### src/rtl/mips_mem_pkg.sv
// Shared types and constants for the MIPS data-memory port and its write buffer.
package mips_mem_pkg;

  typedef enum logic [1:0] {
    IDLE    = 2'd0,
    WR_BUSY = 2'd1,
    RD_BUSY = 2'd2,
    RD_DONE = 2'd3
  } dmem_state_t;

  typedef struct packed {
    logic [29:0] waddr;
    logic [31:0] data;
  } wbuf_entry_t;

  localparam logic [1:0] WORD_ALIGN_MASK = 2'b11;

  function automatic logic is_misaligned(input logic [1:0] addr_lsb);
    return (addr_lsb & WORD_ALIGN_MASK) != 2'b00;
  endfunction

endpackage

### src/rtl/wbuf_fifo.sv
// Posted-store circular FIFO with registered occupancy flags and a parallel
// youngest-match lookup over every valid entry, including the in-flight head.
module wbuf_fifo
  import mips_mem_pkg::*;
#(
  parameter int DEPTH = 4
) (
  input  logic        clk_i,
  input  logic        reset_i,
  input  logic        push,
  input  wbuf_entry_t push_entry,
  input  logic        pop,
  output wbuf_entry_t head,
  input  logic [29:0] lookup_waddr,
  output logic        hit,
  output logic [31:0] hit_data,
  output logic        full,
  output logic        empty
);

  localparam int PTR_W = $clog2(DEPTH);
  localparam int CNT_W = PTR_W + 1;

  wbuf_entry_t      entry_r [DEPTH];
  logic [PTR_W-1:0] wr_ptr_r;
  logic [PTR_W-1:0] rd_ptr_r;
  logic [CNT_W-1:0] count_r;
  logic [CNT_W-1:0] count_nxt_s;
  logic             full_r;
  logic             empty_r;
  logic             push_ok_s;
  logic             pop_ok_s;
  logic [PTR_W-1:0] lk_idx_s;
  logic             lk_match_s;

  assign push_ok_s = push & ~full_r;
  assign pop_ok_s  = pop & ~empty_r;

  // Occupancy after this cycle's push/pop.
  always_comb begin
    count_nxt_s = count_r;
    if (push_ok_s && !pop_ok_s) begin
      count_nxt_s = count_r + CNT_W'(1);
    end else if (pop_ok_s && !push_ok_s) begin
      count_nxt_s = count_r - CNT_W'(1);
    end else begin
      count_nxt_s = count_r;
    end
  end

  // Storage, pointers and registered flags.
  always_ff @(posedge clk_i or posedge reset_i) begin
    if (reset_i) begin
      for (int i = 0; i < DEPTH; i++) begin
        entry_r[i] <= {62{1'b0}};
      end
      wr_ptr_r <= {PTR_W{1'b0}};
      rd_ptr_r <= {PTR_W{1'b0}};
      count_r  <= {CNT_W{1'b0}};
      full_r   <= 1'b0;
      empty_r  <= 1'b1;
    end else begin
      if (push_ok_s) begin
        entry_r[wr_ptr_r] <= push_entry;
        wr_ptr_r          <= wr_ptr_r + PTR_W'(1);
      end
      if (pop_ok_s) begin
        rd_ptr_r <= rd_ptr_r + PTR_W'(1);
      end
      count_r <= count_nxt_s;
      full_r  <= (count_nxt_s == CNT_W'(DEPTH));
      empty_r <= (count_nxt_s == {CNT_W{1'b0}});
    end
  end

  // Walk oldest to youngest so the youngest matching store overrides older ones.
  always_comb begin
    hit        = 1'b0;
    hit_data   = 32'h0000_0000;
    lk_idx_s   = rd_ptr_r;
    lk_match_s = 1'b0;
    for (int k = 0; k < DEPTH; k++) begin
      lk_idx_s   = rd_ptr_r + PTR_W'(k);
      lk_match_s = (CNT_W'(k) < count_r) && (entry_r[lk_idx_s].waddr == lookup_waddr);
      hit        = hit | lk_match_s;
      hit_data   = lk_match_s ? entry_r[lk_idx_s].data : hit_data;
    end
  end

  assign head  = entry_r[rd_ptr_r];
  assign full  = full_r;
  assign empty = empty_r;

endmodule

### src/rtl/dmem_port.sv
// MEM-stage data-memory port: posted write buffer with store-to-load forwarding,
// single-outstanding req/ack memory sequencing and pipeline stall generation.
module dmem_port
  import mips_mem_pkg::*;
#(
  parameter int DEPTH = 4
) (
  input  logic        clk_i,
  input  logic        reset_i,
  input  logic        enable_wmem_i,
  input  logic        mem_read_i,
  input  logic [31:0] addr_i32,
  input  logic [31:0] wdata_i32,
  output logic [31:0] rdata_o32,
  output logic        stall_o,
  output logic        misalign_o,
  output logic        wbuf_empty_o,
  output logic        mem_req_o,
  output logic        mem_we_o,
  output logic [31:0] mem_addr_o32,
  output logic [31:0] mem_wdata_o32,
  input  logic        mem_ack_i,
  input  logic [31:0] mem_rdata_i32
);

  dmem_state_t state_r;
  dmem_state_t state_nxt_s;
  logic [31:0] rd_q_r;
  logic        misalign_r;

  logic        access_s;
  logic        misalign_s;
  logic        store_s;
  logic        load_s;
  logic        load_miss_s;
  logic        push_s;
  logic        pop_s;
  wbuf_entry_t push_entry_s;
  wbuf_entry_t head_s;
  logic        hit_s;
  logic [31:0] hit_data_s;
  logic        full_s;
  logic        empty_s;

  // A simultaneous store and load is treated as the store alone.
  assign access_s     = enable_wmem_i | mem_read_i;
  assign misalign_s   = access_s & is_misaligned(addr_i32[1:0]);
  assign store_s      = enable_wmem_i & ~misalign_s;
  assign load_s       = mem_read_i & ~enable_wmem_i & ~misalign_s;
  assign load_miss_s  = load_s & ~hit_s;
  assign push_s       = store_s & ~full_s;
  assign pop_s        = (state_r == WR_BUSY) & mem_ack_i;
  assign push_entry_s = {addr_i32[31:2], wdata_i32};

  wbuf_fifo #(
    .DEPTH(DEPTH)
  ) u_wbuf (
    .clk_i        (clk_i),
    .reset_i      (reset_i),
    .push         (push_s),
    .push_entry   (push_entry_s),
    .pop          (pop_s),
    .head         (head_s),
    .lookup_waddr (addr_i32[31:2]),
    .hit          (hit_s),
    .hit_data     (hit_data_s),
    .full         (full_s),
    .empty        (empty_s)
  );

  // Next state: a pending load miss outranks draining the buffer.
  always_comb begin
    state_nxt_s = state_r;
    case (state_r)
      IDLE: begin
        if (load_miss_s) begin
          state_nxt_s = RD_BUSY;
        end else if (!empty_s) begin
          state_nxt_s = WR_BUSY;
        end else begin
          state_nxt_s = IDLE;
        end
      end
      WR_BUSY: state_nxt_s = mem_ack_i ? IDLE : WR_BUSY;
      RD_BUSY: state_nxt_s = mem_ack_i ? RD_DONE : RD_BUSY;
      RD_DONE: state_nxt_s = IDLE;
      default: state_nxt_s = IDLE;
    endcase
  end

  // Memory request fields and pipeline-facing stall/data.
  always_comb begin
    stall_o       = 1'b0;
    rdata_o32     = 32'h0000_0000;
    mem_req_o     = 1'b0;
    mem_we_o      = 1'b0;
    mem_addr_o32  = 32'h0000_0000;
    mem_wdata_o32 = 32'h0000_0000;
    case (state_r)
      WR_BUSY: begin
        mem_req_o     = 1'b1;
        mem_we_o      = 1'b1;
        mem_addr_o32  = {head_s.waddr, 2'b00};
        mem_wdata_o32 = head_s.data;
      end
      RD_BUSY: begin
        mem_req_o    = 1'b1;
        mem_we_o     = 1'b0;
        mem_addr_o32 = {addr_i32[31:2], 2'b00};
      end
      default: begin
        mem_req_o = 1'b0;
      end
    endcase
    if (reset_i) begin
      stall_o   = 1'b0;
      rdata_o32 = 32'h0000_0000;
    end else if (load_s && (state_r == RD_DONE)) begin
      stall_o   = 1'b0;
      rdata_o32 = rd_q_r;
    end else if (load_s) begin
      stall_o   = ~hit_s;
      rdata_o32 = hit_s ? hit_data_s : 32'h0000_0000;
    end else if (store_s) begin
      stall_o = full_s;
    end else begin
      stall_o   = 1'b0;
      rdata_o32 = 32'h0000_0000;
    end
  end

  // State register, read-data capture and sticky misalignment flag.
  always_ff @(posedge clk_i or posedge reset_i) begin
    if (reset_i) begin
      state_r    <= IDLE;
      rd_q_r     <= 32'h0000_0000;
      misalign_r <= 1'b0;
    end else begin
      state_r <= state_nxt_s;
      if ((state_r == RD_BUSY) && mem_ack_i) begin
        rd_q_r <= mem_rdata_i32;
      end
      if (misalign_s) begin
        misalign_r <= 1'b1;
      end
    end
  end

  assign misalign_o   = misalign_r;
  assign wbuf_empty_o = empty_s;

endmodule

### config.mk
export PLATFORM = sky130hd
export DESIGN_NAME = dmem_port
export DESIGN_NICKNAME = d
export VERILOG_FILES = /design/src/rtl/mips_mem_pkg.sv /design/src/rtl/wbuf_fifo.sv /design/src/rtl/dmem_port.sv
export SDC_FILE = /design/constraint.sdc
export NUM_CORES = 1
export LEC_CHECK = 0
export CAP_MARGIN = 20
export CORE_MARGIN = 3
export CORE_UTILIZATION = 35
export CTS_CLUSTER_DIAMETER = 120
export DETAILED_ROUTE_END_ITERATION = 8
export GPL_ROUTABILITY_DRIVEN = 0
export PLACE_DENSITY = 0.59
export REMOVE_ABC_BUFFERS = 1
export SLEW_MARGIN = 15
export SYNTH_ARGS = -nofsm -noshare
export SYNTH_HDL_FRONTEND = slang
export SYNTH_SLANG_ARGS = --single-unit
### constraint.sdc
create_clock -name clk_i -period 17.1 [get_ports clk_i]
set_input_delay 4.275 -clock clk_i [delete_from_list [all_inputs] [get_ports clk_i]]
set_output_delay 4.275 -clock clk_i [all_outputs]
set_load 0.03 [all_outputs]
== Word level (Yosys, flattened, before mapping) ==
Cells that the tools add are included.
Word-level totals
  register bits: 292
Cells by class
  mux-type cells: 38
  bitwise operators: 23
  equality and inequality tests: 8
  magnitude comparators: 10
  reduce and logical (&&, ||, !) cells: 15
  $add $sub $neg: 6
Operator list (count)
  $mux W62: 9
  $bmux W62 S2: 4
  $mux W32: 9
  $bwmux W248: 1
  $demux W62 S2: 1
  $eq A30 B30 Y1: 4
  $pmux W32 S2: 1
  $ge A3 B3 Y1 const B: 5
  $not A2 Y3: 5
  $and A1 B1 Y1: 9
  $logic_and A1 B1 Y1: 9
  $mux W1: 9
  $pmux W2 S4: 1
  $lt A1 B3 Y1 const A: 2
  $lt A2 B3 Y1 const A: 2
  $mux W3: 2
  $not A1 Y1: 5
  $add A2 B1 Y2 const B: 2
  $add A2 B2 Y2 const B: 2
  $eq A2 B2 Y1 const B: 2
  $or A1 B1 Y1: 4
  $add A3 B1 Y3 const B: 1
  $eq A3 B3 Y1 const B: 1
  $logic_not A3 Y1: 1
  other kinds (8): 9

== Longest topological paths before layout ==
Gate-level depths: netlist of run 1.
  depth after elaboration: 14
  gate-level depth with buffers: 17

== By module ==
A second synthesis of run 1 with hierarchy kept.
Second synthesis, totals
  cells, all modules: 1950
  area, all modules: 20667.3 sq um
Modules (own cells, without submodules)
  wbuf_fifo: area each 18026.0 sq um, cells an instance 1635, instances 1
  dmem_port: area each 2641.3 sq um, cells an instance 315, instances 1

== Worst setup path before layout of run 1 ==
No wires, ideal clock.
  path kind: input-to-output
  from: in reset_i
  to: out stall_o
  stages: 2
  path buffers: 0
  data required time: 12.825 ns
  arrival: 11.174 ns
  setup slack: 1.651 ns
  cell sequence: inv_1 o211a_1
On the way
  longest elaborated chain between the ends: 1
RTL lines
  from (decl): line dmem_port.sv:9  | input logic reset_i,
  $mux W1: line dmem_port.sv:115  | if (reset_i) begin
  to (decl): line dmem_port.sv:15  | output logic stall_o,
Every way passes these cells.

== Final worst setup path of run 1 ==
  from: in addr_i32[4]
  to: out rdata_o32[10]
On the way
  longest elaborated chain between the ends: 10
  elaborated cells on any way between the ends: 19
  those cells by class: eq/ne: 4; mux: 8; bitwise: 3; reduce/logical: 4
RTL lines
  from (decl): line dmem_port.sv:12  | input logic [31:0] addr_i32,
  $eq A30 B30 Y1: line wbuf_fifo.sv:84  | lk_match_s = (CNT_W'(k) < count_r) && (entry_r[lk_idx_s].waddr == lookup_waddr);
  $logic_and A1 B1 Y1: line wbuf_fifo.sv:84
  $mux W32 (4 in a row): line wbuf_fifo.sv:86  | hit_data = lk_match_s ? entry_r[lk_idx_s].data : hit_data;
  $mux W32 *: line dmem_port.sv:123  | rdata_o32 = hit_s ? hit_data_s : 32'h0000_0000;
  $mux W32 *: line dmem_port.sv:121  | end else if (load_s) begin
  $mux W32 *: line dmem_port.sv:118  | end else if (load_s && (state_r == RD_DONE)) begin
  $mux W32 *: line dmem_port.sv:115
  to (decl): line dmem_port.sv:14  | output logic [31:0] rdata_o32,
Every way passes the cells marked *; elsewhere a longest branch is shown, timed or not.

==> results.json, run 1 <==
{
  "routed_wl_um": 64400,
  "vdd.ir_drop.worst_v": 0.000167,
  "dp.final_hpwl_um": 41400,
  "synth_edf_count": 0,
  "synthesized_area_fraction_occupied_by_ao_oa_aoi_and_oai_cells_pct": 11.1,
  "worst_setup_hold_path_clk_slew_ns": 0.06,
  "post_cts_resize_count": 0,
  "timing.setup.critical_path_class": "input port to primary output",
  "final_core_util_pct": 42.0,
  "post_synth_fa_ha_maj_area_fraction_pct": 0.665,
  "cts.htree.levels": 2,
  "detailedRoute.firstIterationViolations": 1315,
  "synth-main-ff-cell": "sky130_fd_sc_hd__dfrtp_1",
  "final_total_power_uw": 5040,
  "vias": 16200,
  "worst_hold_path_type": "flop to flop",
  "die_width_um": 249,
  "postCtsSetupRepairBufs": 0,
  "combinationalPowerShare_pct": 55.0,
  "synth-xor-area-share_pct": 3.94,
  "start_util_pct": 35.6,
  "slew-limit-headroom_pct": 27.8,
  "grt_usage_pct": 20.2,
  "async_reset_ff_share_pct": 100,
  "gr-total-overflow": 0,
  "post-route-min-period_ns": 13.29,
  "final_antenna_net_count": 0,
  "hold_viol": 0,
  "wl_per_cell_um": 23.6,
  "postSynthRegisterBits": 292,
  "powerDensity_nw_per_um2": 207,
  "post_route_cells_drive_above_1_share_pct": 26.9,
  "seq_cell_area_um2": 7320,
  "internal_power_uw": 2940,
  "yosys.cell_types.count": 79,
  "slew_violations": 0,
  "number_of_antenna_violations_at_the_first_check_in_global_routing": 8,
  "syn_avg_cell_area_um2": 11.2,
  "rsz0062_at_grt": "no",
  "detail_route.drc_violations": 0,
  "numCtsBuffers": 39,
  "final_cell_mix": "sky130_fd_sc_hd__mux2_2 (306), sky130_fd_sc_hd__dfrtp_1 (289), sky130_fd_sc_hd__clkdlybuf4s50_1 (199)",
  "post_route_skew_ns": 0.0317,
  "syn_area_um2": 20700,
  "buffer_ports.inserted": 199,
  "final_setup_violation_count": 0,
  "tritoncts_num_sinks": 292,
  "switchingPower_uw": 2100,
  "layout_commonest_cell": "sky130_fd_sc_hd__mux2_2",
  "seq_power_share_pct": 27.5,
  "cts_hold_bufs": 0,
  "grt_max_degree": 173,
  "filler_cell_count": 5495,
  "maxClockFrequency_mhz": 75.3,
  "post_drt_via_cell_ratio": 5.91,
  "synthesis.instances": 1849,
  "detailed_routing_iteration_count_for_the_pre_antenna_repair_pass": 7,
  "worst_pin_slew_ns": 1.08,
  "clockBufferDepth": 3,
  "final_nets": 2046,
  "row_count": 88,
  "ys_warn_count": 0,
  "worstSetupEndpointType": "primary output",
  "combinational_family_with_the_most_area_after_synthesis": "multiplexers",
  "synth_simple_gate_area_share_pct": 8.71,
  "switching_share_pct": 41.7,
  "design.die.area_um2": 62100,
  "critical_path_arrival_ns": 9.01,
  "proportion_of_synthesized_chip_area_in_sequential_cells_pct": 35.3,
  "status": "complete, no violations",
  "first_global_vias": 16200,
  "root_buf_cell": "sky130_fd_sc_hd__clkbuf_16",
  "die_y_um": 249,
  "multiInputGateArea_um2": 12400,
  "worst_skew_pair.late_latency_ns": 0.57,
  "p_leak_uw": 0.00970,
  "clock_tree_from_tritoncts": "yes",
  "boundaryPins": 202,
  "grt_pass1_wl_um": 99600,
  "synth.mux.area_fraction_pct": 35.5,
  "cp.required_ns": 12.82,
  "maxCapViolCount": 0,
  "core-area_um2": 58100,
  "synthesis_to_layout_area_growth_pct": 17.9,
  "final.period_utilization_pct": 77.7,
  "path_max_fanout": 34,
  "crit_path_start_kind": "input port",
  "share_clk_of_total_power_pct": 17.5
}
==> per-stage QoR <==
stage | setup slack [ns] | TNS, ns | std cells | hold slack, ns | instance area, um^2
after floorplan | -0.630 | -16.82 | 1673 | 0.462 | 19800
after global placement | 4.01 | 0 | 2656 | 0.462 | 23000
after detailed placement | 3.96 | 0 | 2656 | 0.485 | 23000
after CTS | 3.90 | 0 | 2727 | 0.500 | 24400
after global routing | 3.61 | 0 | 2730 | 0.513 | 24400
final | 3.81 | 0 | 2732 | 0.492 | 24400
==> power groups by stage <==
stage / Clock, uW / Sequential [uW] / Combinational (uW)
finish: 883 / 1390 / 2770
global route: 935 / 1440 / 2970
CTS: 911 / 1380 / 2760
detailed placement: 0 / 1390 / 2740
global placement: 0 / 1350 / 2720
floorplan: 0 / 1430 / 2250
==> worst max-delay path: stages <==
cell                              delay (ns)
sky130_fd_sc_hd__clkdlybuf4s50_1        0.65
sky130_fd_sc_hd__clkinv_1               0.32
sky130_fd_sc_hd__a22o_1                 0.30
sky130_fd_sc_hd__a2111o_1               0.39
sky130_fd_sc_hd__a21oi_1                0.16
sky130_fd_sc_hd__nand4_1                0.11
sky130_fd_sc_hd__or4b_1                 0.55
sky130_fd_sc_hd__buf_4                  0.35
sky130_fd_sc_hd__a41oi_4                0.23
sky130_fd_sc_hd__buf_4                  0.45
sky130_fd_sc_hd__o311ai_1               0.26
sky130_fd_sc_hd__o21ai_1                0.23
sky130_fd_sc_hd__clkdlybuf4s50_1        0.70
==> sequential cells by signal (all words and copies together), names as in the netlist, 2 cells and up <==
register,cells
u_wbuf.wr_ptr_r,2
u_wbuf.count_r,3
u_wbuf.rd_ptr_r,2
state_r,2
rd_q_r,32
u_wbuf.entry_r,248
==> Yosys cell counts, types with 27 or more instances <==
master,instances,area (um^2)
sky130_fd_sc_hd__a211oi_1,33,248
sky130_fd_sc_hd__a311oi_1,33,289
sky130_fd_sc_hd__and2_1,41,257
sky130_fd_sc_hd__buf_2,35,175
sky130_fd_sc_hd__clkbuf_1,102,383
sky130_fd_sc_hd__dfrtp_1,291,7280
sky130_fd_sc_hd__mux2_2,306,3450
sky130_fd_sc_hd__mux2i_1,134,1340
sky130_fd_sc_hd__mux4_2,114,2570
sky130_fd_sc_hd__nand2_1,172,646
sky130_fd_sc_hd__nor2_1,61,229
sky130_fd_sc_hd__nor2b_1,27,169
sky130_fd_sc_hd__o21ai_0,81,405
sky130_fd_sc_hd__o21ai_1,32,160
sky130_fd_sc_hd__o311ai_1,30,263
sky130_fd_sc_hd__xnor2_1,77,674
==> cell families after synthesis <==
| family | count (synthesis) |
|---|---|
| adder cells (fa/ha/maj) | 11 |
| flip-flops | 292 |
| buffers and inverters | 197 |
| XOR/XNOR | 93 |
| multiplexers | 554 |
| other | 1 |
| AO/OA/AOI/OAI | 326 |
| AND/OR/NAND/NOR | 375 |
==> area by class of cell <==
| type | instances | area share (%) |
|---|---|---|
| tap | 765 | 3.92 |
| timing repair buffer | 220 | 9.06 |
| clock buffer | 56 | 4.76 |
| antenna | 3 | 0.0308 |
| multi-input combinational | 1361 | 51.0 |
| sequential | 292 | 30.0 |
| clock inverter | 15 | 0.907 |
| inverter | 20 | 0.349 |
==> final timing paths <==
kind                                          from            endpoint  slack (ns)  cells after the start
worst max-delay path                   addr_i32[4]       rdata_o32[10]        3.81                     13
worst min-delay path                    misalign_o          misalign_o        0.49                      1
worst max register to register  u_wbuf.rd_ptr_r[0]          state_r[1]       11.08                     13
worst min register to register          misalign_o          misalign_o        0.49                      1
max in group asynchronous                  reset_i  u_wbuf.entry_r[64]       11.16                      3
min in group asynchronous                  reset_i           rd_q_r[7]        4.40                      2
==> metal layers <==
layer | vias to the layer above | GRT usage [%] | part of all wire, %
met5 | - | 0 | 0.022
li1 | 7141 | - | -
met4 | 4 | 4.76 | 1.9
met1 | 8308 | 27.5 | 43
met3 | 81 | 4.31 | 7.7
met2 | 618 | 32.8 | 47
Note: power is estimated with default switching activity, not from simulation.
==> inputs of run 2 (changes only) <==
--- a/config.mk
+++ b/config.mk
@@ -11,7 +11,7 @@
 export CTS_CLUSTER_DIAMETER = 120
 export DETAILED_ROUTE_END_ITERATION = 8
 export GPL_ROUTABILITY_DRIVEN = 0
-export PLACE_DENSITY = 0.59
+export PLACE_DENSITY = 0.61
 export REMOVE_ABC_BUFFERS = 1
 export SLEW_MARGIN = 15
 export SYNTH_ARGS = -nofsm -noshare
==> constraint.sdc (replaced) <==
create_clock -name clk_i -period 11.9 [get_ports clk_i]
set_input_delay 2.975 -clock clk_i [delete_from_list [all_inputs] [get_ports clk_i]]
set_output_delay 2.975 -clock clk_i [all_outputs]
set_load 0.03 [all_outputs]
==> run 2 against run 1 <==
Effect of this change:
- via count shrank 0.58%
- sequential power grew 44%
- hold slack lost 0.013 ns
- critical path depth is the same
- design area shrank 0.33%
- power grew 42%
- clock skew shrank 0.015 ns
- global-route usage grew 0.10 points
- die area is the same
- critical path type unchanged
- highest routed layer unchanged
==> results.json, run 2 (same netlist as run 1, synthesis figures left out) <==
{
  "core-area_um2": 58100,
  "finish.instance_area_um2": 24300,
  "max_stage_delay_ns": 0.69,
  "final.period_utilization_pct": 89.7,
  "design.die.area_um2": 62100,
  "path_max_fanout": 34,
  "ff2ff_path_depth": 12,
  "share_clk_of_total_power_pct": 16.3,
  "powerDensity_nw_per_um2": 294,
  "first_global_vias": 16400,
  "detailed_routing_iteration_count_for_the_pre_antenna_repair_pass": 5,
  "filler_cell_count": 5492,
  "worstSetupEndpointType": "primary output",
  "switchingPower_uw": 3020,
  "maxClockFrequency_mhz": 93.7,
  "status": "complete, no violations",
  "series_of_cell_instances_along_the_critical_path": "clkdlybuf4s50_1 -> clkinv_1 -> a22o_1 -> a2111o_1 -> a21oi_1 -> nand4_1 -> or4b_2 -> buf_4 -> a41oi_4 -> buf_4 -> o311ai_1 -> o21ai_1 -> clkdlybuf4s50_1",
  "detail_route.drc_violations": 0,
  "vias": 16100,
  "start_util_pct": 35.6,
  "postPlaceCellArea_um2": 23000,
  "regMostFlops": "u_wbuf.entry_r",
  "wl_per_cell_um": 23.6,
  "cp.required_ns": 8.93,
  "tritoncts_num_sinks": 292,
  "placed_cells_incl_taps": 2665,
  "timing.hold.worst.start": "misalign_o",
  "clock_tree_from_tritoncts": "yes",
  "row_count": 88,
  "timing.setup.critical_path_class": "input port to primary output",
  "min_delay_worst_endpoint": "misalign_o",
  "grt_pass1_wl_um": 99300,
  "largest_reg_flops": 248,
  "numCtsBuffers": 39,
  "dp.final_hpwl_um": 43100,
  "postCtsSetupRepairBufs": 0,
  "min_path_cells": 1,
  "switching_share_pct": 42.2,
  "worst_skew_pair.late_latency_ns": 0.56,
  "boundaryPins": 202,
  "final_antenna_net_count": 0,
  "r2r_slack_ns": 6.72,
  "grt_max_degree": 117,
  "vdd.ir_drop.worst_v": 0.000147,
  "cts.htree.levels": 2,
  "slew-limit-headroom_pct": 26.3,
  "detailedRoute.firstIterationViolations": 1466,
  "post_route_cells_drive_above_1_share_pct": 27.0,
  "clockBufferDepth": 3,
  "final_cells": 2742,
  "cts_hold_bufs": 0,
  "post_cts_resize_count": 0,
  "place_worst_setup_slack_ns": 1.33,
  "post_route_skew_ns": 0.0166,
  "post_drt_via_cell_ratio": 5.86,
  "slew_violations": 0,
  "gr-total-overflow": 0,
  "root_buf_cell": "sky130_fd_sc_hd__clkbuf_16",
  "biggestRegsByFlops": "u_wbuf.entry_r: 248 flops, rd_q_r: 32 flops, u_wbuf.count_r: 3 flops",
  "final_cell_mix": "sky130_fd_sc_hd__mux2_2 (306), sky130_fd_sc_hd__dfrtp_1 (289), sky130_fd_sc_hd__clkdlybuf4s50_1 (199)",
  "rsz0062_at_grt": "no",
  "internal_power_uw": 4140,
  "synthesis_to_layout_area_growth_pct": 17.5,
  "hold_viol": 0,
  "crit_path_start_kind": "input port",
  "maxCapViolCount": 0,
  "number_of_antenna_violations_at_the_first_check_in_global_routing": 4,
  "routed_wl_um": 64600,
  "final.setup.worst_slack_ns": 1.22,
  "layout_commonest_cell": "sky130_fd_sc_hd__mux2_2",
  "final_setup_violation_count": 0,
  "worst_hold_path_type": "flop to flop",
  "grt_usage_pct": 20.3,
  "final_nets": 2054,
  "post-route-min-period_ns": 10.68,
  "die_width_um": 249,
  "worst_pin_slew_ns": 1.10,
  "p_leak_uw": 0.00968,
  "die_y_um": 249,
  "combinationalPowerShare_pct": 55.7,
  "timing.critical_path.from": "addr_i32[4]",
  "buffer_ports.inserted": 199,
  "worst_setup_hold_path_clk_slew_ns": 0.06,
  "crit-reg2reg-launch": "u_wbuf.rd_ptr_r[0]",
  "critical_path_arrival_ns": 7.70,
  "crit_slowest_cell": "sky130_fd_sc_hd__clkdlybuf4s50_1",
  "seq_power_share_pct": 28.0,
  "worstReg2RegEnd": "state_r[1]"
}
==> run 2: power by group through the flow <==
stage | clock [uW] | combinational [uW] | sequential [uW]
after CTS | 1210 | 3980 | 1990
after global routing | 1250 | 4270 | 2070
after floorplan | 0 | 3230 | 2050
final | 1170 | 3980 | 2000
after global placement | 0 | 3920 | 1950
after detailed placement | 0 | 3950 | 2000
==> run 2: per-layer routing <==
metal / vias to the layer above / share of wire (%) / GRT usage, %
met5: - / 0.042 / 0
met4: 4 / 2.8 / 6.66
met3: 103 / 7.9 / 5.19
met2: 618 / 48 / 33.3
met1: 8182 / 42 / 26.1
li1: 7152 / - / -
==> run 2: stage by stage <==
| step | setup TNS (ns) | total power, uW | hold slack, ns | utilization (%) |
|---|---|---|---|---|
| 3_5_place_dp | 0 | 5950 | 0.467 | 39.6 |
| 6_report | 0 | 7160 | 0.478 | 41.8 |
| 5_1_grt | 0 | 7590 | 0.511 | 41.8 |
| 3_3_place_gp | 0 | 5870 | 0.463 | 39.6 |
| 4_1_cts | 0 | 7180 | 0.485 | 41.8 |
| 2_1_floorplan | -210.55 | 5280 | 0.462 | - |
==> run 2: area by class of cell <==
cell class                      count  area [um^2]  share of cell area (%)
Timing Repair Buffer              228         2230                    9.19
Sequential cell                   292         7320                    30.1
Multi-Input combinational cell   1361        12400                    51.2
Tap cell                          765          957                    3.93
Inverter                           20         85.1                   0.350
Clock inverter                      9         88.8                   0.365
Antenna cell                        5         12.5                  0.0514
Clock buffer                       62         1180                    4.87
==> run 2: worst max-delay path by stage <==
| stage | to | slack (ns) | depth (start not counted) |
|---|---|---|---|
| floorplan | rdata_o32[30] | -4.53 | 8 |
| global placement | rdata_o32[2] | 1.41 | 13 |
| detailed placement | rdata_o32[8] | 1.33 | 13 |
| CTS | rdata_o32[8] | 1.30 | 13 |
| global route | rdata_o32[15] | 1.08 | 13 |
| finish | rdata_o32[8] | 1.22 | 13 |
==> run 2: critical path, delay by kind of cell <==
| family | cells | cell delay [ns] |
|---|---|---|
| compound gates | 6 | 1.61 |
| buf+inv | 5 | 2.34 |
| simple gates | 2 | 0.73 |
==> inputs of run 3 (changes only) <==
--- a/config.mk
+++ b/config.mk
@@ -12,6 +12,7 @@
 export DETAILED_ROUTE_END_ITERATION = 8
 export GPL_ROUTABILITY_DRIVEN = 0
 export PLACE_DENSITY = 0.61
+export RECOVER_POWER = 25
 export REMOVE_ABC_BUFFERS = 1
 export SLEW_MARGIN = 15
 export SYNTH_ARGS = -nofsm -noshare
==> run 3 against run 2 <==
Effect of this change:
- the flow now finishes with violations (max-capacitance violations, max-slew violations)
- core utilization about the same
- flip-flop and latch count unchanged
- first-iteration DRC count fell by 2.3%
- hold slack about the same
- register-to-register slack is essentially flat
- design area about the same
- die area unchanged
- non-clock buffer count unchanged
- via count up 0.16%
- maximum frequency is 0.12% lower
- wire length about the same
- largest power group unchanged
- highest routed layer unchanged
==> results.json, run 3 (same netlist as run 1, synthesis figures left out) <==
{
  "final_setup_violation_count": 0,
  "violations_in_the_final_reports": "max-capacitance violations, max-slew violations",
  "final_cell_mix": "sky130_fd_sc_hd__mux2_2 (306), sky130_fd_sc_hd__dfrtp_1 (289), sky130_fd_sc_hd__clkdlybuf4s50_1 (196)",
  "hold_viol": 0,
  "root_buf_cell": "sky130_fd_sc_hd__clkbuf_16",
  "grt_max_degree": 117,
  "filler_cell_count": 5496,
  "die_y_um": 249,
  "critical_path_arrival_ns": 7.72,
  "first_global_vias": 16400,
  "share_clk_of_total_power_pct": 16.3,
  "vdd.ir_drop.worst_v": 0.000147,
  "timing.setup.critical_path_class": "input port to primary output",
  "worstSetupEndpointType": "primary output",
  "post_drt_via_cell_ratio": 5.87,
  "tritoncts_num_sinks": 292,
  "max_stage_delay_ns": 0.69,
  "crit_slowest_cell": "sky130_fd_sc_hd__clkdlybuf4s50_1",
  "detailedRoute.firstIterationViolations": 1432,
  "post-route-min-period_ns": 10.69,
  "slew-limit-headroom_pct": -28.9,
  "design.die.area_um2": 62100,
  "slew_violations": 34,
  "clockBufferDepth": 3,
  "biggestRegsByFlops": "u_wbuf.entry_r: 248 flops, rd_q_r: 32 flops, u_wbuf.count_r: 3 flops",
  "p_leak_uw": 0.00965,
  "switching_share_pct": 42.2,
  "synthesis_to_layout_area_growth_pct": 17.4,
  "regMostFlops": "u_wbuf.entry_r",
  "post_route_skew_ns": 0.0166,
  "die_width_um": 249,
  "row_count": 88,
  "gr-total-overflow": 0,
  "worst_pin_slew_ns": 1.93,
  "cts.htree.levels": 2,
  "buffer_ports.inserted": 199,
  "wl_per_cell_um": 23.6,
  "largest_reg_flops": 248,
  "clock_tree_from_tritoncts": "yes",
  "rsz0062_at_grt": "no",
  "vias": 16100,
  "maxClockFrequency_mhz": 93.5,
  "post_cts_resize_count": 0,
  "final.period_utilization_pct": 89.8,
  "path_max_fanout": 34,
  "core-area_um2": 58100,
  "number_of_antenna_violations_at_the_first_check_in_global_routing": 4,
  "detailed_routing_iteration_count_for_the_pre_antenna_repair_pass": 6,
  "maxCapViolCount": 1,
  "finalSetupTns_ns": 0,
  "postPlaceCellArea_um2": 23000,
  "seq_power_share_pct": 28.0,
  "detail_route.drc_violations": 0,
  "combinationalPowerShare_pct": 55.7,
  "worst_hold_path_type": "flop to flop",
  "hold-worst-slack_ns": 0.478,
  "finish.instance_area_um2": 24300,
  "cts_hold_bufs": 0,
  "final_nets": 2054,
  "status": "finished, violations left",
  "start_util_pct": 35.6,
  "powerDensity_nw_per_um2": 294,
  "numCtsBuffers": 39,
  "routed_wl_um": 64600,
  "series_of_cell_instances_along_the_critical_path": "clkdlybuf4s50_1 -> clkinv_1 -> a22o_1 -> a2111o_1 -> a21oi_1 -> nand4_1 -> or4b_2 -> buf_4 -> a41oi_4 -> buf_4 -> o311ai_1 -> o21ai_1 -> clkdlybuf4s50_1",
  "final_antenna_net_count": 0,
  "boundaryPins": 202,
  "postCtsSetupRepairBufs": 0,
  "grt_pass1_wl_um": 99300,
  "cp.required_ns": 8.93,
  "worst_skew_pair.late_latency_ns": 0.56,
  "internal_power_uw": 4140,
  "grt_usage_pct": 20.3,
  "dp.final_hpwl_um": 43100,
  "crit_path_start_kind": "input port",
  "switchingPower_uw": 3020,
  "post_route_cells_drive_above_1_share_pct": 26.8,
  "layout_commonest_cell": "sky130_fd_sc_hd__mux2_2",
  "worst_setup_hold_path_clk_slew_ns": 0.06
}
-- run 3: cell type report --
type                    instances  area, um^2  area share, %
flip-flops and latches        292        7320           30.1
inverters                      20        85.1          0.350
multi-input cells            1361       12400           51.1
clock inverters                 9        88.8          0.365
repair buffers                228        2230           9.18
clock buffers                  62        1180           4.87
well taps                     765         957           3.94
diodes                          5        12.5         0.0515
-- run 3: through the flow --
stage | power [uW] | std cells | setup slack, ns | util (%)
after detailed placement | 5950 | 2665 | 1.33 | 39.6
final | 7150 | 2742 | 1.21 | 41.8
after global routing | 7590 | 2738 | 1.08 | 41.8
after global placement | 5870 | 2665 | 1.41 | 39.6
after floorplan | 5280 | 1673 | -4.53 | -
after CTS | 7180 | 2736 | 1.30 | 41.8
-- run 3: per-layer routing --
layer	up-vias	wire (um)	global-route usage [%]	share of wire (%)
met5	-	27	0	0.042
met4	4	1850	6.66	2.9
met3	103	5140	5.19	8.0
met2	632	30800	33.3	48
met1	8189	26800	26.1	42
li1	7156	-	-	-
-- run 3: path summary, 6_finish.rpt --
kind | from | endpoint | slack (ns) | depth (start not counted)
setup / recovery | addr_i32[4] | rdata_o32[8] | 1.21 | 13
hold / removal | misalign_o | misalign_o | 0.48 | 1
setup reg to reg | u_wbuf.rd_ptr_r[0] | state_r[1] | 6.71 | 12
hold reg to reg | misalign_o | misalign_o | 0.48 | 1
max in group asynchronous | reset_i | u_wbuf.entry_r[158] | 6.54 | 4
min in group asynchronous | reset_i | rd_q_r[4] | 3.09 | 2
-- run 3: worst max-delay path: cells and delay by family --
| family | cells | cell delay [ns] |
|---|---|---|
| AO/OA/AOI/OAI | 6 | 1.62 |
| buffers and inverters | 5 | 2.35 |
| AND/OR/NAND/NOR | 2 | 0.73 |
-- run 3: power groups by stage --
stage	combinational (uW)	clock, uW	sequential (uW)
2_1_floorplan	3230	0	2050
3_3_place_gp	3920	0	1950
5_1_grt	4270	1250	2070
6_report	3980	1170	2000
3_5_place_dp	3950	0	2000
4_1_cts	3980	1210	1990
